File: config.mk
export PLATFORM = sky130hd
export DESIGN_NAME = mem_port_arbiter
export DESIGN_NICKNAME = d
export VERILOG_FILES = /design/src/rtl/risc_pkg.sv /design/src/rtl/mem_port_arbiter_streak_cnt.sv /design/src/rtl/mem_port_arbiter.sv
export SDC_FILE = /design/constraint.sdc
export NUM_CORES = 1
export LEC_CHECK = 0
export BUFFER_PORTS_ARGS = -buffer_cell sky130_fd_sc_hd__buf_2
export CORE_AREA = 2 2 79 81
export DETAILED_ROUTE_END_ITERATION = 6
export DIE_AREA = 0 0 81 83
export PLACE_DENSITY = 0.85
export SLEW_MARGIN = 0
export SYNTH_ARGS = -nofsm -noshare
export SYNTH_HDL_FRONTEND = slang
export SYNTH_SLANG_ARGS = --single-unit
File: constraint.sdc
create_clock -name clk -period 3.6 [get_ports clk]
set_input_delay 0.72 -clock clk [delete_from_list [all_inputs] [get_ports clk]]
set_output_delay 0.72 -clock clk [all_outputs]
set_load 0.1 [all_outputs]
File: src/rtl/risc_pkg.sv
// Shared definitions for the RISC pipeline: memory-port arbiter state and
// instruction field positions used by the decode and hazard logic.
package risc_pkg;

    localparam int WORD_W = 32;

    typedef enum logic [1:0] {
        IDLE  = 2'd0,
        FETCH = 2'd1,
        DATA  = 2'd2
    } arb_state_t;

    // Instruction field positions and widths.
    localparam int OPCODE_LSB = 0;
    localparam int OPCODE_W   = 7;
    localparam int RD_LSB     = 7;
    localparam int FUNCT3_LSB = 12;
    localparam int FUNCT3_W   = 3;
    localparam int RS1_LSB    = 15;
    localparam int RS2_LSB    = 20;
    localparam int FUNCT7_LSB = 25;
    localparam int FUNCT7_W   = 7;
    localparam int REG_IDX_W  = 5;

endpackage

File: src/rtl/mem_port_arbiter_streak_cnt.sv
// Saturating count of consecutive data grants made while fetch was waiting.
module arb_streak_cnt #(
    parameter int MAX_CNT = 3
) (
    input  logic clk,
    input  logic rst_n,
    input  logic inc_i,
    input  logic clr_i,
    output logic at_max_o
);

    localparam int CNT_W = $clog2(MAX_CNT + 1);

    logic [CNT_W-1:0] cnt_q;
    logic [CNT_W-1:0] cnt_d;

    always_comb begin
        cnt_d = cnt_q;
        if (clr_i) begin
            cnt_d = '0;
        end else if (inc_i && !at_max_o) begin
            cnt_d = cnt_q + CNT_W'(1);
        end
    end

    always_ff @(posedge clk) begin
        if (!rst_n) begin
            cnt_q <= '0;
        end else begin
            cnt_q <= cnt_d;
        end
    end

    assign at_max_o = (cnt_q == CNT_W'(MAX_CNT));

endmodule

File: src/rtl/mem_port_arbiter.sv
// Shares the single-ported unified memory between fetch and the memory stage,
// one req/ack transaction at a time, with bounded fetch starvation.
module mem_port_arbiter
    import risc_pkg::*;
#(
    parameter int N             = 10,
    parameter int MAX_DM_STREAK = 3
) (
    input  logic              clk,
    input  logic              rst_n,
    input  logic              if_req_i,
    input  logic [N-1:0]      if_addr_i,
    input  logic              if_flush_i,
    output logic [WORD_W-1:0] if_rdata_o,
    output logic              if_valid_o,
    input  logic              dm_req_i,
    input  logic              dm_we_i,
    input  logic [N-1:0]      dm_addr_i,
    input  logic [WORD_W-1:0] dm_wdata_i,
    output logic [WORD_W-1:0] dm_rdata_o,
    output logic              dm_valid_o,
    output logic              mem_req_o,
    output logic              mem_we_o,
    output logic [N-1:0]      mem_addr_o,
    output logic [WORD_W-1:0] mem_wdata_o,
    input  logic [WORD_W-1:0] mem_rdata_i,
    input  logic              mem_ack_i,
    output logic              stallF_req_o,
    output logic              stallM_req_o
);

    arb_state_t        state_q;
    arb_state_t        state_d;
    logic              drop_q;
    logic              drop_d;
    logic              mem_we_q;
    logic              mem_we_d;
    logic [N-1:0]      mem_addr_q;
    logic [N-1:0]      mem_addr_d;
    logic [WORD_W-1:0] mem_wdata_q;
    logic [WORD_W-1:0] mem_wdata_d;

    logic grant_f;
    logic grant_d;
    logic streak_inc;
    logic streak_clr;
    logic streak_at_max;

    arb_streak_cnt #(
        .MAX_CNT (MAX_DM_STREAK)
    ) u_streak (
        .clk      (clk),
        .rst_n    (rst_n),
        .inc_i    (streak_inc),
        .clr_i    (streak_clr),
        .at_max_o (streak_at_max)
    );

    always_ff @(posedge clk) begin
        if (!rst_n) begin
            state_q     <= IDLE;
            drop_q      <= 1'b0;
            mem_we_q    <= 1'b0;
            mem_addr_q  <= '0;
            mem_wdata_q <= '0;
        end else begin
            state_q     <= state_d;
            drop_q      <= drop_d;
            mem_we_q    <= mem_we_d;
            mem_addr_q  <= mem_addr_d;
            mem_wdata_q <= mem_wdata_d;
        end
    end

    always_comb begin
        state_d     = state_q;
        drop_d      = drop_q;
        mem_we_d    = mem_we_q;
        mem_addr_d  = mem_addr_q;
        mem_wdata_d = mem_wdata_q;
        grant_f     = 1'b0;
        grant_d     = 1'b0;

        unique case (state_q)
            IDLE: begin
                drop_d = 1'b0;
                // A redirecting fetch is never granted; data wins unless fetch has starved long enough.
                grant_f = if_req_i && !if_flush_i && (!dm_req_i || streak_at_max);
                grant_d = dm_req_i && !grant_f;
                if (grant_f) begin
                    state_d     = FETCH;
                    mem_addr_d  = if_addr_i;
                    mem_we_d    = 1'b0;
                    mem_wdata_d = '0;
                end else if (grant_d) begin
                    state_d     = DATA;
                    mem_addr_d  = dm_addr_i;
                    mem_we_d    = dm_we_i;
                    mem_wdata_d = dm_wdata_i;
                end
            end
            FETCH: begin
                // The memory cannot cancel, so a flushed fetch runs to ack with its result dropped.
                if (mem_ack_i) begin
                    state_d = IDLE;
                    drop_d  = 1'b0;
                end else if (if_flush_i) begin
                    drop_d = 1'b1;
                end
            end
            DATA: begin
                if (mem_ack_i) begin
                    state_d = IDLE;
                end
            end
            default: begin
                state_d = IDLE;
                drop_d  = 1'b0;
            end
        endcase

        streak_inc = grant_d && if_req_i;
        streak_clr = grant_f || (grant_d && !if_req_i);
    end

    always_comb begin
        mem_req_o   = (state_q != IDLE);
        mem_we_o    = mem_we_q;
        mem_addr_o  = mem_addr_q;
        mem_wdata_o = mem_wdata_q;

        // A flush in the ack cycle itself also suppresses the fetch result.
        if_valid_o = mem_ack_i && (state_q == FETCH) && !drop_q && !if_flush_i;
        dm_valid_o = mem_ack_i && (state_q == DATA);
        if_rdata_o = if_valid_o ? mem_rdata_i : '0;
        dm_rdata_o = dm_valid_o ? mem_rdata_i : '0;

        stallF_req_o = if_req_i && !if_valid_o && !if_flush_i;
        stallM_req_o = dm_req_i && !dm_valid_o;
    end

endmodule

==> out/qor.txt, run 1 <==
Status - completed
Post-synth cell types - 26
Hold path cells - 2
Post-synth top area share - 0.397
P&R area growth vs syn - 64.9%
Largest net degree at the start of global routing - 49
Worst Setup Path Type - register to output port
Finish-stage setup viols - 0
Starting density of the core - 0.417
Synth Instances - 285
Area taken by flip-flops and latches - 961 sq um
1st-iter DRT viols - 108
Hold slack final - 0.501 ns
Die X - 81 um
Synth warn - 0
Max transition margin - 0.344
Synthesized area - 0.00242 sq mm
Max rail drop VDD - 0.247 mV
Hold path endpoint - state_q[1]
Fillers - 452
Routed Antenna Nets - 0
Number of buffers added on ports - 202
Fin crit share - 0.823
Final Hold Viols - 0
Total CTS buffers - 5
Mapped Nets - 380
Final slew viol count - 0
CTS tree - built
Dpl cells - 538
Final Cell Area - 0.00400 sq mm
Clk sinks - 48
CTS root buf - clkbuf_8
Skew final - 0.0113 ns
Max Cap Violations - 0
Die area - 0.00672 sq mm
Layout Nets - 565
Multi-input gate area - 0.00131 sq mm
Setup Fix Bufs, Post-CTS - 0
DR WL/cell - 14.3 um
Via density - 5.05
Worst-Margin Slew - 0.984 ns
Proportion of layout cells with a drive suffix above 1 - 0.457
Dpl hpwl - 6120 um
Worst r2r path cells - 6
CP Capture Type - output port
Setup ws final - 0.638 ns
Mean area per synthesized cell - 8.50 sq um
Vias - 2,750
Skew-Pair Late Insertion Delay - 0.29 ns
Reg-to-reg startpoint - state_q[0]
Detailed Routing Iterations Pass 1 - 4
Drt drc - 0
Reg-to-reg endpoint - mem_wdata_o[24]
GPL Wtd Cong - 0.820
Resize count post-CTS - 0
R2R Setup Slk - 1.58 ns
Maximum root-to-sink buffer count - 2
Synth area leader - dfxtp_1
Top cells by area, synth - dfxtp_1, a22oi_1, nor2b_1
Die Y - 83 um
Fin cells - 545
N_diodes - 0
GRT Total Usage - 0.223
Detailed Route WL - 7770 um
Post-Place Setup Slack - 0.834 ns
Fmax - 0.338 GHz
Placed cell area - 0.00390 sq mm
CP startpoint kind - register
Critical path peak fanout - 35
Static Leak - 0.00207 uW
Hold_sp - state_q[1]
Sequential share of the synthesized area - 0.397
Crit path required time - 2.88 ns
Core Area - 0.00582 sq mm
Minimum clock period after layout - 2.96 ns
Crit path DAT - 2.24 ns
Hold Path Class - register to register
Vias in the first global route - 2,747
RSZ-0062 raised after global routing - false
Initial antenna violation count - 0
Clock-pin slew on the worst setup and hold paths - 0.09 ns
Power Dens Cells - 422 mW/mm^2
First-pass GRT wire length - 12,100 um
H-tree Lvls - 2
Row Count - 28
Setup tns final - 0 ns
CTS Hold Bufs - 0
# IOs - 203
GRT Residual Overflow - 0
FF+latch count, synth - 48
critical path: stages, from the launching register on:
cell	delay, ns
dfxtp_1	0.34
inv_1	0.08
ha_1	0.81
and3_1	0.27
buf_2	0.43
cell usage after synthesis:
cell and n:
dfxtp_1 48, nor2b_1 37, and2_1 34, a22oi_1 33, and3_1 32, nand2_1 25
clkbuf_1 14, o21ai_0 12, a31oi_1 10, buf_4 6, buf_2 5, ha_1 4
inv_1 4, nor2_1 4, a21oi_1 3, nand2b_1 2, o21a_1 2, o32ai_1 2
a21oi_4 1, buf_6 1, mux2i_1 1, nand4b_1 1, nor2b_2 1, nor3_2 1
o21ai_4 1, xor2_1 1
per-stage QoR:
stage | power (uW) | utilization
4_1_cts | 1700 | 0.687
5_1_grt | 1770 | 0.687
3_3_place_gp | 1370 | 0.671
2_1_floorplan | 1240 | -
6_report | 1690 | 0.687
3_5_place_dp | 1380 | 0.671
how the worst max path moves through the flow:
stage	startpoint	end	slack, ns	depth (start not counted)
detailed placement	mem_ack_i	if_rdata_o[18]	0.83	6
global placement	mem_ack_i	if_rdata_o[2]	0.91	6
global route	state_q[0]	dm_rdata_o[11]	0.52	4
finish	state_q[0]	dm_rdata_o[27]	0.64	4
floorplan	mem_ack_i	stallM_req_o	0.20	2
CTS	state_q[0]	dm_rdata_o[2]	0.66	4
sequential cells by signal (all words and copies together) (netlist names):
name,count
mem_wdata_o,32
mem_addr_o,10
state_q,2
u_streak.cnt_q,2
drop_q,1
mem_we_o,1
power by group:
group | total, uW | internal (uW) | switching [uW] | leakage (uW)
Sequential | 598 | 576 | 22.0 | 0.000395
Clock | 319 | 153 | 166 | 0.0000473
Combinational | 771 | 150 | 621 | 0.00163
Total | 1690 | 879 | 808 | 0.00207
layout by cell type, fill, tap and decap left out, types with 2 or more instances in the layout:
master,n
o21ai_0,12
a22oi_1,33
inv_1,4
nand2b_1,2
nor2_1,4
clkbuf_8,6
a31oi_1,10
a21oi_1,3
dfxtp_1,48
buf_4,2
and3_1,32
nand2_1,25
buf_2,169
o21a_1,2
and2_1,34
o32ai_1,2
ha_1,4
buf_12,33
nor2b_1,37
cell type report:
type,instances,area share
well taps,75,0.0235
multi-input cells,207,0.329
flip-flops and latches,48,0.241
clock inverters,1,0.00219
inverters,4,0.00376
repair buffers,204,0.381
clock buffers,6,0.0207
routing by layer:
layer,share of wire,up-vias,GRT usage
li1,-,1356,-
met3,0.081,17,0.0457
met5,0,-,0
met2,0.52,140,0.420
met4,0.025,0,0.0724
met1,0.38,1237,0.242
cells by family (layout without fill, tap and decap cells):
group	Yosys count	count (layout)	share of synthesized area
simple gates	137	137	0.327
compound gates	64	64	0.186
flops	48	48	0.397
buf+inv	30	215	0.0615
fa+ha+maj	4	4	0.0207
xor+xnor	1	1	0.00362
mux	1	1	0.00413
Note: power is estimated with default switching activity, not from simulation.
==> run 2: changes to the inputs <==
--- a/config.mk
+++ b/config.mk
@@ -5,11 +5,12 @@
 export SDC_FILE = /design/constraint.sdc
 export NUM_CORES = 1
 export LEC_CHECK = 0
+export ABC_AREA = 1
 export BUFFER_PORTS_ARGS = -buffer_cell sky130_fd_sc_hd__buf_2
-export CORE_AREA = 2 2 79 81
+export CORE_AREA = 2 2 92 94
 export DETAILED_ROUTE_END_ITERATION = 6
-export DIE_AREA = 0 0 81 83
-export PLACE_DENSITY = 0.85
+export DIE_AREA = 0 0 94 96
+export PLACE_DENSITY = 0.76
 export SLEW_MARGIN = 0
 export SYNTH_ARGS = -nofsm -noshare
 export SYNTH_HDL_FRONTEND = slang
==> constraint.sdc (replaced) <==
create_clock -name clk -period 2.7 [get_ports clk]
set_input_delay 0.54 -clock clk [delete_from_list [all_inputs] [get_ports clk]]
set_output_delay 0.54 -clock clk [all_outputs]
set_load 0.1 [all_outputs]
==> run 2 against run 1 <==
Sequential power rose by 37%. Clock power rose by 97%. Design area is 27% higher. Synthesized cell count increased by 58%. Critical path depth increased by 2. First-iteration DRC count down 16%. Final cell count rose by 37%. Core utilization fell by 5.6 points. Total power increased by 75%. Largest power group unchanged.
==> out/qor.txt, run 2 <==
Status - completed
Starting density of the core - 0.368 (-0.0490)
Number of buffers added on ports - 202 (unchanged)
FF+latch count, synth - 48 (unchanged)
Initial antenna violation count - 0 (unchanged)
Proportion of layout cells with a drive suffix above 1 - 0.432 (-0.0255)
Reg-to-reg endpoint - mem_wdata_o[29]
Die Y - 96 um (+16%)
CP startpoint kind - register
Design Power - 2950 uW (+75%)
Most common library cells after synthesis - nand2_1, nor2_1, inv_1, dfxtp_1, a21oi_2
Sequential share of the synthesized area - 0.325 (-0.0720)
Vias in the first global route - 3,120 (+14%)
Hold Path Class - register to register
Clk sinks - 48 (unchanged)
Power Dens Cells - 581 mW/mm^2 (+38%)
Worst Setup Path Type - register to output port
Minimum clock period after layout - 2.41 ns
N_diodes - 0 (unchanged)
# IOs - 203 (unchanged)
Fin crit share - 0.894
Via density - 4.52 (-10%)
Detailed Route WL - 10,200 um (+32%)
Post-synth top area share - 0.325 (-0.0720)
Crit path DAT - 1.87 ns (-0.37 ns)
Skew-Pair Late Insertion Delay - 0.30 ns (about the same)
Synth Instances - 450 (+58%)
Worst Setup EP - dm_rdata_o[18]
R2R Setup Slk - 0.98 ns (-0.60 ns)
Post-layout util - 0.631 (-0.0563)
Finish-stage setup viols - 0 (unchanged)
First-pass GRT wire length - 15,600 um (+29%)
CP Capture Type - output port
Skew final - 0.00634 ns (-0.00493 ns)
Core Area - 0.00805 sq mm (+38%)
Switching Fraction - 0.490 (+0.0111)
Dpl cells - 736 (+37%)
Post-Place Setup Slack - 0.570 ns (-0.265 ns)
Die area - 0.00902 sq mm (+34%)
CTS Hold Bufs - 0 (unchanged)
Clock-pin slew on the worst setup and hold paths - 0.10 ns (about the same)
Critical path origin - state_q[0]
Final Cell Area - 0.00508 sq mm (+27%)
P_int - 1500 uW (+71%)
GRT Residual Overflow - 0 (unchanged)
Routed Antenna Nets - 0 (unchanged)
Final slew viol count - 0 (unchanged)
H-tree Lvls - 2 (unchanged)
Top-count cell post-synth - nand2_1
Clock power share - 0.214 (+0.025)
Synth area leader - dfxtp_1
Post-synth cell types - 23 (-12%)
Maximum root-to-sink buffer count - 2 (unchanged)
Crit path required time - 2.16 ns (-0.72 ns)
Synthesized area - 0.00296 sq mm (+22%)
Synth warn - 0 (unchanged)
Top cells by area, synth - dfxtp_1, nand2_1, nor2_1
Resize count post-CTS - 0 (unchanged)
Share of power burned in registers - 0.279 (-0.075)
Net switching power - 1450 uW (+79%)
Max transition margin - 0.658 (+0.314)
Dpl hpwl - 8130 um (+33%)
Setup ws final - 0.286 ns (-0.352 ns)
Static Leak - 0.00260 uW (+26%)
Setup Fix Bufs, Post-CTS - 0 (unchanged)
Critical path peak fanout - 27 (-23%)
Most common cell after layout, fill and taps aside - buf_2
Vias - 3,360 (+22%)
Worst r2r path cells - 7 (+1)
Max Cap Violations - 0 (unchanged)
Fillers - 702 (+55%)
1st-iter DRT viols - 91 (-16%)
Max FFs per register - 32 (unchanged)
CTS tree - built
GRT Total Usage - 0.221 (-0.00218)
Worst-Margin Slew - 0.513 ns (-0.471 ns)
Mean area per synthesized cell - 6.58 sq um (-23%)
DR WL/cell - 13.8 um (-3.4%)
Fmax - 0.414 GHz
Placed cell area - 0.00494 sq mm (+27%)
Mapped Nets - 545 (+43%)
Largest net degree at the start of global routing - 44 (-10%)
GPL Wtd Cong - 0.846 (+3.2%)
Max rail drop VDD - 0.398 mV (+61%)
RSZ-0062 raised after global routing - false
Layout Nets - 733 (+30%)
CTS root buf - clkbuf_8
Reg-to-reg startpoint - state_q[0]
Main synth FF type - dfxtp_1
FFs w/ async S/R, synth - 0 (unchanged)
Row Count - 33 (+18%)
Detailed Routing Iterations Pass 1 - 4 (unchanged)
Drt drc - 0 (unchanged)
Most frequent cells in the layout - buf_2, nand2_1, nor2_1, buf_12, inv_1
Final Hold Viols - 0 (unchanged)
Combinational power share - 0.508 (+0.051)
Fin cells - 744 (+37%)
EDFF count, synth - 0 (unchanged)
Total CTS buffers - 5 (unchanged)
Die X - 94 um (+16%)
P&R area growth vs syn - 71.6%
run 2: layer usage:
metal | share of wire | vias to the layer above | global-route usage
met5 | 0 | - | 0
met4 | 0.032 | 0 | 0.0809
met3 | 0.068 | 20 | 0.0548
met2 | 0.52 | 135 | 0.414
met1 | 0.38 | 1480 | 0.241
li1 | - | 1725 | -
run 2: through the flow:
| step | hold slack (ns) | setup TNS, ns |
|---|---|---|
| 6_report | 0.469 | 0 |
| 5_1_grt | 0.493 | 0 |
| 4_1_cts | 0.472 | 0 |
| 3_5_place_dp | 0.456 | 0 |
| 3_3_place_gp | 0.450 | 0 |
| 2_1_floorplan | 0.457 | -2.64 |
run 2: area by class of cell:
class	count	area, sq um	share of cell area
Sequential cell	48	961	0.189
Inverter	65	244	0.0481
Tap cell	105	131	0.0259
Clock buffer	5	68.8	0.0136
Clock inverter	3	68.8	0.0136
Multi-Input combinational cell	310	1590	0.313
Timing Repair Buffer	208	2010	0.397
run 2: logic make-up (layout without fill, tap and decap cells):
family                     after synthesis  count (layout)  synth area share
AOI/OAI and AO/OA                       73              73             0.191
and+or+nand+nor                        233             233             0.323
DFF                                     48              48             0.325
buffers and inverters                   92             281             0.145
adders and majority gates                4               4            0.0169
run 2: worst min-delay path by stage:
stage / from / endpoint / slack (ns) / depth (start not counted)
after floorplan: state_q[0] / state_q[0] / 0.46 / 2
after global placement: mem_wdata_o[13] / mem_wdata_o[13] / 0.45 / 2
after detailed placement: mem_wdata_o[10] / mem_wdata_o[10] / 0.46 / 2
after CTS: mem_wdata_o[10] / mem_wdata_o[10] / 0.47 / 2
after global routing: mem_wdata_o[26] / mem_wdata_o[26] / 0.49 / 2
final: mem_wdata_o[10] / mem_wdata_o[10] / 0.47 / 2
run 2: power by group through the flow:
| stage | registers (uW) | clock network, uW | logic (uW) |
|---|---|---|---|
| 2_1_floorplan | 1320 | 0 | 672 |
| 3_3_place_gp | 834 | 0 | 1480 |
| 3_5_place_dp | 838 | 0 | 1500 |
| 4_1_cts | 822 | 651 | 1510 |
| 5_1_grt | 832 | 684 | 1580 |
| 6_report | 822 | 630 | 1500 |
run 2: critical path, stage by stage (launching register included):
cell	delay [ns]
dfxtp_1	0.34
inv_1	0.09
ha_1	0.19
nand2_1	0.20
buf_12	0.23
nor2_1	0.10
buf_2	0.43
==> run 3: changes to the inputs <==
--- a/config.mk
+++ b/config.mk
@@ -8,6 +8,7 @@
 export ABC_AREA = 1
 export BUFFER_PORTS_ARGS = -buffer_cell sky130_fd_sc_hd__buf_2
 export CORE_AREA = 2 2 92 94
+export CTS_BUF_LIST = sky130_fd_sc_hd__clkbuf_16
 export DETAILED_ROUTE_END_ITERATION = 6
 export DIE_AREA = 0 0 94 96
 export PLACE_DENSITY = 0.76
==> run 3 against run 2 <==
Setup slack gained 0.022 ns. Combinational power is essentially flat. Wire length is essentially flat. Final cell count did not move. Via count up 0.48%. Critical path depth up 1. Largest cell class unchanged. Hold slack worse by 0.0032 ns. Highest routed layer unchanged. Critical endpoint is now stallM_req_o.
==> out/qor.txt, run 3 (synthesized netlist as in run 2, its figures left out) <==
Hold Path Class - register to register
Setup tns final - 0 ns (unchanged)
Vias in the first global route - 3,120 (unchanged)
H-tree Lvls - 2 (unchanged)
Via density - 4.54 (+0.48%)
DR WL/cell - 13.8 um (about the same)
Finish-stage setup viols - 0 (unchanged)
# IOs - 203 (unchanged)
Dpl cells - 736 (unchanged)
Skew-Pair Late Insertion Delay - 0.28 ns (-0.02 ns)
Crit path required time - 2.16 ns (about the same)
First-pass GRT wire length - 15,600 um (about the same)
1st-iter DRT viols - 93 (+2.2%)
Clock-pin slew on the worst setup and hold paths - 0.07 ns (-0.03 ns)
Max FFs per register - 32 (unchanged)
Resize count post-CTS - 0 (unchanged)
GPL Wtd Cong - 0.846 (unchanged)
Power Dens Cells - 610 mW/mm^2 (+5.0%)
Proportion of layout cells with a drive suffix above 1 - 0.432 (unchanged)
Design Power - 3130 uW (+6.2%)
Most common cell after layout, fill and taps aside - buf_2
CP Capture Type - output port
Maximum root-to-sink buffer count - 2 (unchanged)
Drt drc - 0 (unchanged)
Max transition margin - 0.648 (-0.00934)
Initial antenna violation count - 0 (unchanged)
CTS tree - built
Crit path DAT - 1.85 ns (-0.02 ns)
Die area - 0.00902 sq mm (unchanged)
Skew final - 0.00494 ns (-0.00140 ns)
CTS Hold Bufs - 0 (unchanged)
Die X - 94 um (unchanged)
CP startpoint kind - register
Max rail drop VDD - 0.417 mV (+4.7%)
Detailed Routing Iterations Pass 1 - 4 (unchanged)
Fin cells - 744 (unchanged)
Layout Nets - 733 (unchanged)
Critical path peak fanout - 27 (unchanged)
Worst Setup Path Type - register to output port
Critical-path top delay cell - dfxtp_1
Final Hold Viols - 0 (unchanged)
Routed Antenna Nets - 0 (unchanged)
Final slew viol count - 0 (unchanged)
Fmax - 0.418 GHz (+0.93%)
Worst-Margin Slew - 0.527 ns (+0.0140 ns)
Largest net degree at the start of global routing - 44 (unchanged)
Starting density of the core - 0.368 (unchanged)
GRT Residual Overflow - 0 (unchanged)
Clk sinks - 48 (unchanged)
Post-layout util - 0.638 (+0.00699)
Number of buffers added on ports - 202 (unchanged)
Critical path cell sequence - inv_1, ha_1, nand2_1, buf_12, inv_1, nor2_2, buf_12
Die Y - 96 um (unchanged)
Core Area - 0.00805 sq mm (unchanged)
Fillers - 697 (-0.71%)
Vias - 3,376 (+0.48%)
Minimum clock period after layout - 2.39 ns (-0.0223 ns)
Setup Fix Bufs, Post-CTS - 0 (unchanged)
RSZ-0062 raised after global routing - false
Status - completed
Detailed Route WL - 10,200 um (about the same)
Dpl hpwl - 8130 um (unchanged)
Max Cap Violations - 0 (unchanged)
Hold slack final - 0.466 ns (-0.00323 ns)
CTS root buf - clkbuf_16
P&R area growth vs syn - 73.5%
Total CTS buffers - 5 (unchanged)
Static Leak - 0.00263 uW (+0.99%)
GRT Total Usage - 0.221 (-0.000331)
Row Count - 33 (unchanged)
Most frequent cells in the layout - buf_2, nand2_1, nor2_1, buf_12, inv_1
Fin crit share - 0.886 (-0.00825)
CP max stage delay - 0.37 ns (-0.06 ns)
N_diodes - 0 (unchanged)
run 3: cell count changes in the layout (fill, tap and decap cells not counted):
cell	delta
clkbuf_16	+5
clkbuf_8	-5
run 3: routing by layer:
layer  vias up  share of wire  GRT usage
li1       1724              -          -
met1      1498           0.38      0.242
met2       133           0.52      0.414
met3        21          0.069     0.0548
met4         0          0.032     0.0773
met5         -              0          0
run 3: layout make-up:
| class | instances | area (sq um) | share of cell area |
|---|---|---|---|
| inverters | 65 | 244 | 0.0475 |
| repair buffers | 208 | 2010 | 0.392 |
| clock inverters | 3 | 68.8 | 0.0134 |
| well taps | 105 | 131 | 0.0256 |
| flip-flops and latches | 48 | 961 | 0.187 |
| clock buffers | 5 | 125 | 0.0244 |
| multi-input cells | 310 | 1590 | 0.310 |
run 3: final timing paths:
kind / end / depth (start not counted) / from / slack, ns
hold / removal: mem_wdata_o[10] / 2 / mem_wdata_o[10] / 0.47
setup reg to reg: mem_wdata_o[29] / 7 / state_q[0] / 0.98
setup / recovery: stallM_req_o / 7 / state_q[0] / 0.31
hold reg to reg: mem_wdata_o[10] / 2 / mem_wdata_o[10] / 0.47
run 3: per-stage QoR:
step | cell area [sq um] | worst slack (ns)
4_1_cts | 5130 | 0.305
2_1_floorplan | 2980 | -0.120
3_5_place_dp | 4940 | 0.570
6_report | 5130 | 0.308
3_3_place_gp | 4940 | 0.616
5_1_grt | 5130 | 0.165
run 3: power by group:
group / internal [uW] / switching [uW] / leakage [uW] / total [uW]
Combinational: 349 / 1150 / 0.00214 / 1500
Clock: 534 / 277 / 0.0000944 / 811
Sequential: 783 / 39.3 / 0.000395 / 822
Total: 1670 / 1470 / 0.00263 / 3130
run 3: critical path, delay by kind of cell, from the launching register on:
kind,cells,cell delay [ns]
AND/OR/NAND/NOR,2,0.37
flip-flops,1,0.37
buffers and inverters,4,0.58
adder cells (fa/ha/maj),1,0.23
